### config.mk
export PLATFORM = sky130hd
export DESIGN_NAME = rom_fetch_ctrl_flat
export DESIGN_NICKNAME = d
export VERILOG_FILES = /design/src/rtl/rom_ctrl_pkg.sv /design/src/rtl/rom_fetch_ctrl_if.sv /design/src/rtl/rom_rr_arb2.sv /design/src/rtl/rom_fetch_ctrl.sv /design/src/flat_wrapper.sv
export SDC_FILE = /design/constraint.sdc
export NUM_CORES = 1
export LEC_CHECK = 0
export BUFFER_PORTS_ARGS = -buffer_cell sky130_fd_sc_hd__buf_2
export CAP_MARGIN = 5
export CORE_MARGIN = 10
export CORE_UTILIZATION = 46
export CTS_CLUSTER_SIZE = 8
export DETAILED_ROUTE_END_ITERATION = 7
export GPL_ROUTABILITY_DRIVEN = 0
export GPL_TIMING_DRIVEN = 0
export PLACE_DENSITY_LB_ADDON = 0.12
export SLEW_MARGIN = 10
export SYNTH_ARGS = -nofsm -noshare
export SYNTH_HDL_FRONTEND = slang
export SYNTH_SLANG_ARGS = --single-unit
### constraint.sdc
create_clock -name clk -period 3.5 [get_ports clk]
set_clock_uncertainty 0.05 [all_clocks]
set_input_delay 0.7 -clock clk [delete_from_list [all_inputs] [get_ports clk]]
set_output_delay 0.7 -clock clk [all_outputs]
set_load 0.02 [all_outputs]
### src/rtl/rom_ctrl_pkg.sv
// Shared constants, FSM state type and opcode helper for the ROM fetch controller.
package rom_ctrl_pkg;

  localparam int              DATA_WIDTH        = 16;
  localparam int              ROM_DEPTH_DEFAULT = 16;
  localparam logic [3:0]      ROM_OP            = 4'h3;
  localparam logic [3:0]      ROM_DATA_READ     = 4'h1;
  localparam logic [15:0]     HALT_OPCODE       = 16'hFFFF;

  typedef enum logic [1:0] {
    ST_IDLE   = 2'd0,
    ST_RUN    = 2'd1,
    ST_HALTED = 2'd2
  } fetch_state_e;

  // A constant word is only legal for execute if its opcode high byte is the data-read class.
  function automatic logic isDataReadOpcode(input logic [DATA_WIDTH-1:0] opcode);
    return opcode[15:8] == {ROM_OP, ROM_DATA_READ};
  endfunction

endpackage

### src/rtl/rom_fetch_ctrl_if.sv
// Bundles the control, decode slot, execute data-read and ROM port signals of the fetch controller.
interface rom_fetch_ctrl_if;

  logic                                  start;
  logic [rom_ctrl_pkg::DATA_WIDTH-1:0]   start_addr;
  logic                                  jump_valid;
  logic [rom_ctrl_pkg::DATA_WIDTH-1:0]   jump_addr;

  logic                                  instr_valid;
  logic                                  instr_ready;
  logic [rom_ctrl_pkg::DATA_WIDTH-1:0]   instr_opcode;
  logic [rom_ctrl_pkg::DATA_WIDTH-1:0]   instr_operand;
  logic [rom_ctrl_pkg::DATA_WIDTH-1:0]   instr_pc;

  logic                                  data_req;
  logic [rom_ctrl_pkg::DATA_WIDTH-1:0]   data_addr;
  logic                                  data_gnt;
  logic                                  data_valid;
  logic [rom_ctrl_pkg::DATA_WIDTH-1:0]   data_rdata;
  logic                                  data_err;

  logic [rom_ctrl_pkg::DATA_WIDTH-1:0]   rom_addr;
  logic                                  rom_enable;
  logic                                  rom_read_data_enable;
  logic [rom_ctrl_pkg::DATA_WIDTH-1:0]   rom_opcode;
  logic [rom_ctrl_pkg::DATA_WIDTH-1:0]   rom_operand;

  modport master (
    input  start, start_addr, jump_valid, jump_addr,
    output instr_valid, instr_opcode, instr_operand, instr_pc,
    input  instr_ready,
    input  data_req, data_addr,
    output data_gnt, data_valid, data_rdata, data_err,
    output rom_addr, rom_enable, rom_read_data_enable,
    input  rom_opcode, rom_operand
  );

  modport slave (
    output start, start_addr, jump_valid, jump_addr,
    input  instr_valid, instr_opcode, instr_operand, instr_pc,
    output instr_ready,
    output data_req, data_addr,
    input  data_gnt, data_valid, data_rdata, data_err,
    input  rom_addr, rom_enable, rom_read_data_enable,
    output rom_opcode, rom_operand
  );

endinterface

### src/rtl/rom_rr_arb2.sv
// Two-requester round-robin arbiter: a lone requester always wins, a tie goes to whoever lost last.
module rom_rr_arb2 (
  input  logic       clk,
  input  logic       rst,
  input  logic [1:0] i_req,
  output logic [1:0] o_gnt
);

  logic r_lastGnt1;

  always_comb begin
    o_gnt = i_req;
    if (i_req == 2'b11) begin
      o_gnt = r_lastGnt1 ? 2'b01 : 2'b10;
    end
  end

  // Reset leaves requester 0 as the most recent winner, so requester 1 wins the first tie.
  always_ff @(posedge clk) begin
    if (rst) begin
      r_lastGnt1 <= 1'b0;
    end else if (|o_gnt) begin
      r_lastGnt1 <= o_gnt[1];
    end
  end

endmodule

### src/rtl/rom_fetch_ctrl.sv
// Program counter, one-entry decode slot and shared ROM port for instruction fetch and
// execute-stage constant reads.
module rom_fetch_ctrl
  import rom_ctrl_pkg::*;
#(
  parameter int ROM_DEPTH = ROM_DEPTH_DEFAULT
) (
  input  logic             clk,
  input  logic             rst,
  rom_fetch_ctrl_if.master bus
);

  localparam logic [DATA_WIDTH-1:0] ADDR_MASK = DATA_WIDTH'(ROM_DEPTH - 1);
  localparam logic [DATA_WIDTH-1:0] PC_STEP   = DATA_WIDTH'(1);

  fetch_state_e          r_state;
  fetch_state_e          w_stateNext;
  logic [DATA_WIDTH-1:0] r_pc;
  logic                  r_instrValid;
  logic [DATA_WIDTH-1:0] r_instrOpcode;
  logic [DATA_WIDTH-1:0] r_instrOperand;
  logic [DATA_WIDTH-1:0] r_instrPc;
  logic                  r_dataValid;
  logic [DATA_WIDTH-1:0] r_dataRdata;
  logic                  r_dataErr;

  logic                  w_fetchWant;
  logic                  w_fetchGnt;
  logic                  w_dataGnt;
  logic                  w_startAccept;
  logic                  w_jumpAccept;
  logic                  w_haltCapture;
  logic [1:0]            w_req;
  logic [1:0]            w_gnt;

  assign w_startAccept = bus.start & (r_state != ST_RUN);
  assign w_jumpAccept  = bus.jump_valid & (r_state == ST_RUN);
  assign w_fetchWant   = (r_state == ST_RUN) & ~bus.jump_valid & (~r_instrValid | bus.instr_ready);

  // Requests are masked during reset so the ROM port and data_gnt stay quiet.
  assign w_req = {bus.data_req & ~rst, w_fetchWant & ~rst};

  rom_rr_arb2 u_arb (
    .clk   (clk),
    .rst   (rst),
    .i_req (w_req),
    .o_gnt (w_gnt)
  );

  assign w_fetchGnt    = w_gnt[0];
  assign w_dataGnt     = w_gnt[1];
  assign w_haltCapture = w_fetchGnt & (bus.rom_opcode == HALT_OPCODE);

  always_ff @(posedge clk) begin
    if (rst) begin
      r_state <= ST_IDLE;
    end else begin
      r_state <= w_stateNext;
    end
  end

  always_comb begin
    w_stateNext = r_state;
    unique case (r_state)
      ST_IDLE, ST_HALTED: begin
        if (w_startAccept) begin
          w_stateNext = ST_RUN;
        end
      end
      ST_RUN: begin
        if (w_haltCapture) begin
          w_stateNext = ST_HALTED;
        end
      end
      default: w_stateNext = ST_IDLE;
    endcase
  end

  // Start and jump both flush the slot; a refill in the same cycle as an accept keeps it valid.
  always_ff @(posedge clk) begin
    if (rst) begin
      r_pc           <= '0;
      r_instrValid   <= 1'b0;
      r_instrOpcode  <= '0;
      r_instrOperand <= '0;
      r_instrPc      <= '0;
    end else if (w_startAccept) begin
      r_pc         <= bus.start_addr & ADDR_MASK;
      r_instrValid <= 1'b0;
    end else if (w_jumpAccept) begin
      r_pc         <= bus.jump_addr & ADDR_MASK;
      r_instrValid <= 1'b0;
    end else if (w_fetchGnt) begin
      r_instrOpcode  <= bus.rom_opcode;
      r_instrOperand <= bus.rom_operand;
      r_instrPc      <= r_pc;
      r_instrValid   <= 1'b1;
      r_pc           <= (r_pc + PC_STEP) & ADDR_MASK;
    end else if (r_instrValid & bus.instr_ready) begin
      r_instrValid <= 1'b0;
    end
  end

  always_ff @(posedge clk) begin
    if (rst) begin
      r_dataValid <= 1'b0;
      r_dataRdata <= '0;
      r_dataErr   <= 1'b0;
    end else begin
      r_dataValid <= w_dataGnt;
      if (w_dataGnt) begin
        r_dataRdata <= bus.rom_operand;
        r_dataErr   <= ~isDataReadOpcode(bus.rom_opcode);
      end
    end
  end

  always_comb begin
    bus.rom_addr = '0;
    if (w_dataGnt) begin
      bus.rom_addr = bus.data_addr & ADDR_MASK;
    end else if (w_fetchGnt) begin
      bus.rom_addr = r_pc;
    end
  end

  assign bus.rom_enable           = w_dataGnt | w_fetchGnt;
  assign bus.rom_read_data_enable = w_dataGnt;
  assign bus.data_gnt             = w_dataGnt;

  assign bus.instr_valid   = r_instrValid;
  assign bus.instr_opcode  = r_instrOpcode;
  assign bus.instr_operand = r_instrOperand;
  assign bus.instr_pc      = r_instrPc;

  assign bus.data_valid = r_dataValid;
  assign bus.data_rdata = r_dataRdata;
  assign bus.data_err   = r_dataErr;

endmodule

### src/flat_wrapper.sv
// flat-port wrapper written by rule: the top's interface ports become plain ports
module rom_fetch_ctrl_flat import rom_ctrl_pkg::*;
#(
  parameter int ROM_DEPTH = ROM_DEPTH_DEFAULT
)
  (clk, rst, bus_start, bus_start_addr, bus_jump_valid, bus_jump_addr, bus_instr_valid, bus_instr_opcode, bus_instr_operand, bus_instr_pc, bus_instr_ready, bus_data_req, bus_data_addr, bus_data_gnt, bus_data_valid, bus_data_rdata, bus_data_err, bus_rom_addr, bus_rom_enable, bus_rom_read_data_enable, bus_rom_opcode, bus_rom_operand);
  rom_fetch_ctrl_if bus_i ();
  input  logic clk;
  input  logic rst;
  input wire logic [$bits(bus_i.start)-1:0] bus_start;
  input wire logic [$bits(bus_i.start_addr)-1:0] bus_start_addr;
  input wire logic [$bits(bus_i.jump_valid)-1:0] bus_jump_valid;
  input wire logic [$bits(bus_i.jump_addr)-1:0] bus_jump_addr;
  output wire logic [$bits(bus_i.instr_valid)-1:0] bus_instr_valid;
  output wire logic [$bits(bus_i.instr_opcode)-1:0] bus_instr_opcode;
  output wire logic [$bits(bus_i.instr_operand)-1:0] bus_instr_operand;
  output wire logic [$bits(bus_i.instr_pc)-1:0] bus_instr_pc;
  input wire logic [$bits(bus_i.instr_ready)-1:0] bus_instr_ready;
  input wire logic [$bits(bus_i.data_req)-1:0] bus_data_req;
  input wire logic [$bits(bus_i.data_addr)-1:0] bus_data_addr;
  output wire logic [$bits(bus_i.data_gnt)-1:0] bus_data_gnt;
  output wire logic [$bits(bus_i.data_valid)-1:0] bus_data_valid;
  output wire logic [$bits(bus_i.data_rdata)-1:0] bus_data_rdata;
  output wire logic [$bits(bus_i.data_err)-1:0] bus_data_err;
  output wire logic [$bits(bus_i.rom_addr)-1:0] bus_rom_addr;
  output wire logic [$bits(bus_i.rom_enable)-1:0] bus_rom_enable;
  output wire logic [$bits(bus_i.rom_read_data_enable)-1:0] bus_rom_read_data_enable;
  input wire logic [$bits(bus_i.rom_opcode)-1:0] bus_rom_opcode;
  input wire logic [$bits(bus_i.rom_operand)-1:0] bus_rom_operand;
  assign bus_i.start = bus_start;
  assign bus_i.start_addr = bus_start_addr;
  assign bus_i.jump_valid = bus_jump_valid;
  assign bus_i.jump_addr = bus_jump_addr;
  assign bus_instr_valid = bus_i.instr_valid;
  assign bus_instr_opcode = bus_i.instr_opcode;
  assign bus_instr_operand = bus_i.instr_operand;
  assign bus_instr_pc = bus_i.instr_pc;
  assign bus_i.instr_ready = bus_instr_ready;
  assign bus_i.data_req = bus_data_req;
  assign bus_i.data_addr = bus_data_addr;
  assign bus_data_gnt = bus_i.data_gnt;
  assign bus_data_valid = bus_i.data_valid;
  assign bus_data_rdata = bus_i.data_rdata;
  assign bus_data_err = bus_i.data_err;
  assign bus_rom_addr = bus_i.rom_addr;
  assign bus_rom_enable = bus_i.rom_enable;
  assign bus_rom_read_data_enable = bus_i.rom_read_data_enable;
  assign bus_i.rom_opcode = bus_rom_opcode;
  assign bus_i.rom_operand = bus_rom_operand;
  rom_fetch_ctrl #(.ROM_DEPTH(ROM_DEPTH)) u_core (.clk(clk), .rst(rst), .bus(bus_i));
endmodule
==> impl_results.md, run 1 <==
- Status: finished, final reports clean
- Crit. End Element: output port
- Synthesized area per cell: 8.14 µm²
- Pins Over Slew Limit: 0
- Total die area: 9430 µm²
- R2r setup slk: 1.48 ns
- Int Power: 0.00133 W
- Unique masters post-synth: 41
- Largest net degree at the start of global routing: 13
- Synth top area cells: dfxtp_1 45%, nand2_1 13%, a21oi_1 7.3%
- Cells resized by post-CTS repair: 0
- Final hold vios: 0
- Share of layout cells above drive strength 1: 0.348
- First-pass GRT wire length: 13400 µm
- Met3 WL: 754 µm
- Area of the multi-input gates: ~1200 µm²
- Final setup fails: 0
- CTS tree: yes
- Vias in the first global route: 2725
- Sw power: approximately 0.00049 W
- H-tree Lvls: 3
- Sequential Area: 1240 µm²
- Nets: roughly 570
- Sequential power share: 0.419
- Iteration-0 DRC Markers: 96
- Antenna-violating nets left: 0
- CTS clock-pin slew for the worst setup and hold paths: 0.07 ns
- # port buffers: 110
- Register area share after synthesis: 0.454
- Clk_lat worst skew: about 0.34 ns
- Final std cells w/o fill: between 500 and 600
- Placement row count: 28
- Vias per cell: 4.81
- Tcrit/Tclk final: 0.898
- Vias after detailed routing: roughly 2.7k
- Max Used Layer: met4
- Detailed placer's ending HPWL: 6390 µm
- Reg2reg path depth: 6
- Sw Share: 0.271
- Routed met2 length: 3750 µm
- Synthesized area: 2740 µm²
- Max Cap Viol: 0
- RSZ-0062 raised after global routing: false
- Post-synth top area cell: dfxtp_1
- Clock sink total: a little over 60
- Max_slew headroom: 0.542
- Worst setup SP type: input port
- Initial antenna violation count: 0
- Yosys warns: 0
- Inserted Clock Buffers: 9
- Logic pwr share: 0.154
- Highest Clock Rate: between 300 and 400 MHz
- WL/cell: 14.6 µm
- Die height: 97.1 µm
- Die width: between 90 and 100 µm
- Hold Path Origin: u_core.bus.instr_pc[0]
- Final worst path period need: 3.14 ns
- Postcts setup bufs: 0
- Slew @ Worst Pin: just under 0.7 ns
- Cells after synthesis: 336
- Power per cell area: 491 nW/µm²
- Critical Path AT: around 2.4 ns
- Max IR drop VDD: around 310 µV
- Worst path required time: 2.75 ns
- Synth Register Bits: between 60 and 70
- Residual DRC: 0
- Cts hold-fix bufs: 0
- Core outline area: 5850 µm²
- Root buffer cell: clkbuf_8
- Worst Path Max Fanout: 10
- Hold EP: u_core.bus.instr_pc[0]
- Reg2Reg Launch Point: u_core.u_arb.r_lastGnt1
- Worst hold path class: reg2reg
- Pre-antenna DRT Iters: 4
- Leakage power: roughly 1.7 nW
- Inserted Diodes: 0
- Congestion Overflow GR: 0
- Post-Route Setup TNS: 0 ns
- Fillcell total: 551
- Kind of critical path: in2out
- Worst Hold Path Cells: 2
- Post-Route WL: 8160 µm
- CTS Buffer Depth: 2
- Area Growth Syn to Fin: 35.7%
- Boundary pin count: about 170
- DRT met1 WL: 3580 µm
- Total Routing Usage GR: 0.170
- Synth top area share: 0.454
- Critical R2R Capture: u_core.bus.instr_operand[15]
- Clock power share: 0.427
- Inst Count DP: 544
- Initial Utilization: 0.467
state kept, by name, summed over array words and instances, names as in the netlist:
signal                    flops
u_core.bus.instr_pc           4
u_core.bus.instr_valid        1
u_core.r_pc                   4
u_core.bus.instr_opcode      16
u_core.bus.data_valid         1
u_core.u_arb.r_lastGnt1       1
u_core.bus.data_err           1
u_core.bus.data_rdata        16
u_core.bus.instr_operand     16
u_core.r_state                2
layout make-up:
cell class / count / area share
buffer: 44 / 0.0843
clock buffer: 9 / 0.0334
clock inverter: 7 / 0.0327
inverter: 6 / 0.00607
multi-input combinational: 247 / 0.335
sequential: 62 / 0.334
tap: 75 / 0.0253
timing repair buffer: 110 / 0.148
power groups by stage:
stage / registers, W / logic (W) / clock network (W)
after floorplan: 0.000810 / 0.000151 / 0
after global placement: 0.000778 / 0.000276 / 0
after detailed placement: 0.000779 / 0.000280 / 0
after CTS: 0.000763 / 0.000281 / 0.000783
after global routing: 0.000767 / 0.000310 / 0.000827
final: 0.000763 / 0.000281 / 0.000777
critical path: stages:
cell,delay (ns)
buf_6,0.11
or4b_4,0.57
nor3_4,0.33
or2_4,0.23
buf_6,0.14
a22o_2,0.15
buf_2,0.16
how the worst max path moves through the flow:
stage | startpoint | end | slack (ns) | depth (start not counted)
after global routing | bus_jump_valid | bus_rom_addr[2] | 0.28 | 7
final | bus_jump_valid | bus_rom_addr[2] | 0.36 | 7
after detailed placement | bus_jump_valid | bus_rom_addr[2] | 0.36 | 7
after CTS | bus_jump_valid | bus_rom_addr[2] | 0.34 | 7
after global placement | bus_jump_valid | bus_rom_addr[1] | 0.35 | 7
after floorplan | bus_jump_valid | bus_rom_addr[1] | 0.64 | 6
Yosys cell counts:
cell and instances:
buf_4 25, nor3_4 2, a22o_1 2, dfxtp_1 62, or2_4 1, nor4_1 1, nor3_1 5, a32o_1 1
nand3_1 5, a21oi_1 40, buf_6 7, a31oi_1 1, a2111oi_0 2, ha_1 1, a311oi_1 1, nor2_1 3
nand2_1 92, or4b_4 1, and3_1 1, nand4_1 2, a211oi_1 3, inv_1 5, o21ai_0 35, nand3b_1 1
clkbuf_2 1, nor2b_1 4, or2_2 1, a21o_1 1, nand3_2 1, a22o_2 2, or4_1 1, nand2b_1 4
mux2i_1 4, nor3b_1 1, nor4b_2 1, clkinv_1 1, clkbuf_1 11, conb_1 1, a221oi_1 1, a31o_2 1
xnor2_1 1
routing by layer:
layer  up-vias  GRT usage
li1       1382          -
met1      1211      0.202
met2        94      0.266
met3         7     0.0797
met4         0     0.0511
met5         -          0
placed cells by master (no fill, tap or decap), drive strengths merged, types with 6 or more instances in the layout:
| master | Yosys | final |
|---|---|---|
| conb | 1 | 24 |
| nor3 | 7 | 7 |
| clkbuf | 12 | 21 |
| dfxtp | 62 | 62 |
| inv | 5 | 6 |
| o21ai | 35 | 35 |
| nand2 | 92 | 92 |
| buf | 32 | 142 |
| nand3 | 6 | 6 |
| a21oi | 40 | 40 |
metrics by stage:
step           power, W  setup slack, ns  hold WS [ns]  area [µm²]  utilization
3_3_place_gp    0.00105            0.353         0.389        3470        0.592
2_1_floorplan  0.000961            0.638         0.407        2820            -
4_1_cts         0.00183            0.344         0.404        3710        0.634
6_report        0.00182            0.356         0.401        3710        0.634
3_5_place_dp    0.00106            0.357         0.394        3470        0.592
5_1_grt         0.00190            0.277         0.428        3710        0.634
cell families after synthesis:
kind of cell / after synthesis / share of synthesized area
other cells: 1 / 0.00137
fa+ha+maj: 1 / 0.00457
buf+inv: 50 / 0.123
mux: 4 / 0.0146
flops: 62 / 0.454
simple gates: 127 / 0.216
compound gates: 90 / 0.184
xor+xnor: 1 / 0.00320
(Power assumes the default switching activity.)
==> inputs of run 2 (changes only) <==
CAP_MARGIN = 10   (was 5)
CELL_PAD_IN_SITES_DETAIL_PLACEMENT = 1   (was unset)
CELL_PAD_IN_SITES_GLOBAL_PLACEMENT = 1   (was unset)
CORE_UTILIZATION = 31   (was 46)
==> impl_results.md, run 2 (same netlist as run 1, synthesis figures left out) <==
- Total die area: 13000 µm² (was 9430 µm²)
- Pwr Total: 0.00173 W (was 0.00182 W)
- Slew @ Worst Pin: 0.788 ns (was 0.687 ns)
- Fin worst setup slack: 0.330 ns (was 0.356 ns)
- Worst Path Max Fanout: 10 (unchanged)
- Cts hold-fix bufs: 0 (unchanged)
- Worst hold path class: reg2reg (unchanged)
- Final setup fails: 0 (unchanged)
- Int Power: 0.00126 W (was 0.00133 W)
- Residual DRC: 0 (unchanged)
- Worst setup SP type: input port (unchanged)
- Most frequent cells in the layout: 110 x buf_2, 92 x nand2_1, 62 x dfxtp_1 (unchanged)
- Sw Share: 0.272 (was 0.271)
- Root buffer cell: clkbuf_8 (unchanged)
- Leakage power: 1.72 nW (was 1.73 nW)
- Clock sink total: 62 (unchanged)
- Initial Utilization: 0.317 (was 0.467)
- Area of the multi-input gates: 1240 µm² (unchanged)
- Placement row count: 34 (was 28)
- Initial antenna violation count: 0 (unchanged)
- Max_slew headroom: 0.475 (was 0.542)
- Core outline area: 8640 µm² (was 5850 µm²)
- Fillcell total: 1114 (was 551)
- Antenna-violating nets left: 0 (unchanged)
- Post-Route Setup TNS: 0 ns (unchanged)
- Inserted Diodes: 0 (unchanged)
- Sequential power share: 0.442 (was 0.419)
- Vias in the first global route: 2899 (was 2725)
- Largest net degree at the start of global routing: 12 (was 13)
- Logic pwr share: 0.164 (was 0.154)
- Inserted Clock Buffers: 9 (unchanged)
- Commonest non-fill, non-tap cell in the layout: buf_2 (unchanged)
- Place WS: 0.324 ns (was 0.357 ns)
- Critical Path AT: 2.42 ns (was 2.39 ns)
- Iteration-0 DRC Markers: 64 (was 96)
- Total Routing Usage GR: 0.138 (was 0.170)
- First-pass GRT wire length: 14600 µm (was 13400 µm)
- Cells resized by post-CTS repair: 0 (unchanged)
- Core Util, Final: 0.432 (was 0.634)
- Area Growth Syn to Fin: 36.3% (was 35.7%)
- CTS Buffer Depth: 2 (unchanged)
- # port buffers: 110 (unchanged)
- Max Used Layer: met4 (unchanged)
- RSZ-0062 raised after global routing: false (unchanged)
- Pre-antenna DRT Iters: 4 (unchanged)
- Met3 WL: 716 µm (was 754 µm)
- Clk_lat worst skew: 0.32 ns (was 0.34 ns)
- Kind of critical path: in2out (unchanged)
- Sequential Area: 1240 µm² (unchanged)
- Boundary pin count: 172 (unchanged)
- Post-Route WL: 9230 µm (was 8160 µm)
- Pins Over Slew Limit: 0 (unchanged)
- CTS clock-pin slew for the worst setup and hold paths: 0.07 ns (about the same)
- Highest Clock Rate: 316 MHz (was 318 MHz)
- Tcrit/Tclk final: 0.906 (was 0.898)
- CTS tree: yes (unchanged)
- Vias after detailed routing: 2721 (was 2694)
- Postcts setup bufs: 0 (unchanged)
- Final hold vios: 0 (unchanged)
- Congestion Overflow GR: 0 (unchanged)
- Nets: 567 (unchanged)
- WL/cell: 15.6 µm (was 14.6 µm)
- Share of layout cells above drive strength 1: 0.346 (was 0.348)
- Crit. End Element: output port (unchanged)
- Routed met2 length: 4530 µm (was 3750 µm)
- Status: finished, final reports clean (unchanged)
- Max IR drop VDD: 181 µV (was 311 µV)
- DRT met1 WL: 3870 µm (was 3580 µm)
- Worst path required time: 2.75 ns (about the same)
- Final worst path period need: 3.17 ns (was 3.14 ns)
- Vias per cell: 4.59 (was 4.81)
- H-tree Lvls: 3 (unchanged)
- Die width: 114 µm (was 97.1 µm)
- Power per cell area: 464 nW/µm² (was 491 nW/µm²)
- Sw power: 0.000471 W (was 0.000494 W)
- Die height: 114 µm (was 97.1 µm)
- Max Cap Viol: 0 (unchanged)
- Clock power share: 0.394 (was 0.427)
- Detailed placer's ending HPWL: 7430 µm (was 6390 µm)
## run 2: cell type report
| class | instances | area share |
|---|---|---|
| inverter | 6 | 0.00604 |
| clock buffer | 14 | 0.0490 |
| clock inverter | 2 | 0.0101 |
| tap | 108 | 0.0363 |
| buffer | 44 | 0.0839 |
| sequential | 62 | 0.333 |
| multi-input combinational | 247 | 0.334 |
| timing repair buffer | 110 | 0.148 |
## run 2: per-stage QoR
step / cells / cell area, µm² / hold WS (ns)
2_1_floorplan: 359 / 2820 / 0.407
3_3_place_gp: 577 / 3510 / 0.389
3_5_place_dp: 577 / 3510 / 0.396
4_1_cts: 593 / 3730 / 0.406
5_1_grt: 593 / 3730 / 0.434
6_report: 593 / 3730 / 0.404
## run 2: power groups by stage
stage               Combinational, W  Clock [W]  Sequential, W
finish                      0.000284   0.000681       0.000764
global route                0.000315   0.000738       0.000769
CTS                         0.000286   0.000700       0.000764
detailed placement          0.000286          0       0.000781
global placement            0.000282          0       0.000780
floorplan                   0.000151          0       0.000810
## run 2: worst max-delay path, stage by stage
cell and delay [ns]:
buf_6 0.11, or4b_4 0.57, nor3_4 0.34, or2_4 0.24, buf_6 0.15, a22o_2 0.14
buf_2 0.15
## run 2: per-layer routing
metal  vias up  GRT usage
li1       1374          -
met1      1257      0.157
met2        81      0.237
met3         9     0.0499
met4         0     0.0401
met5         -          0
## run 2: final timing paths
path	start	to	slack, ns	depth (start not counted)
setup / recovery	bus_jump_valid	bus_rom_addr[1]	0.33	7
hold / removal	u_core.bus.instr_operand[6]	u_core.bus.instr_operand[6]	0.40	2
setup reg to reg	u_core.u_arb.r_lastGnt1	u_core.bus.instr_opcode[15]	1.42	6
hold reg to reg	u_core.bus.instr_operand[6]	u_core.bus.instr_operand[6]	0.40	2
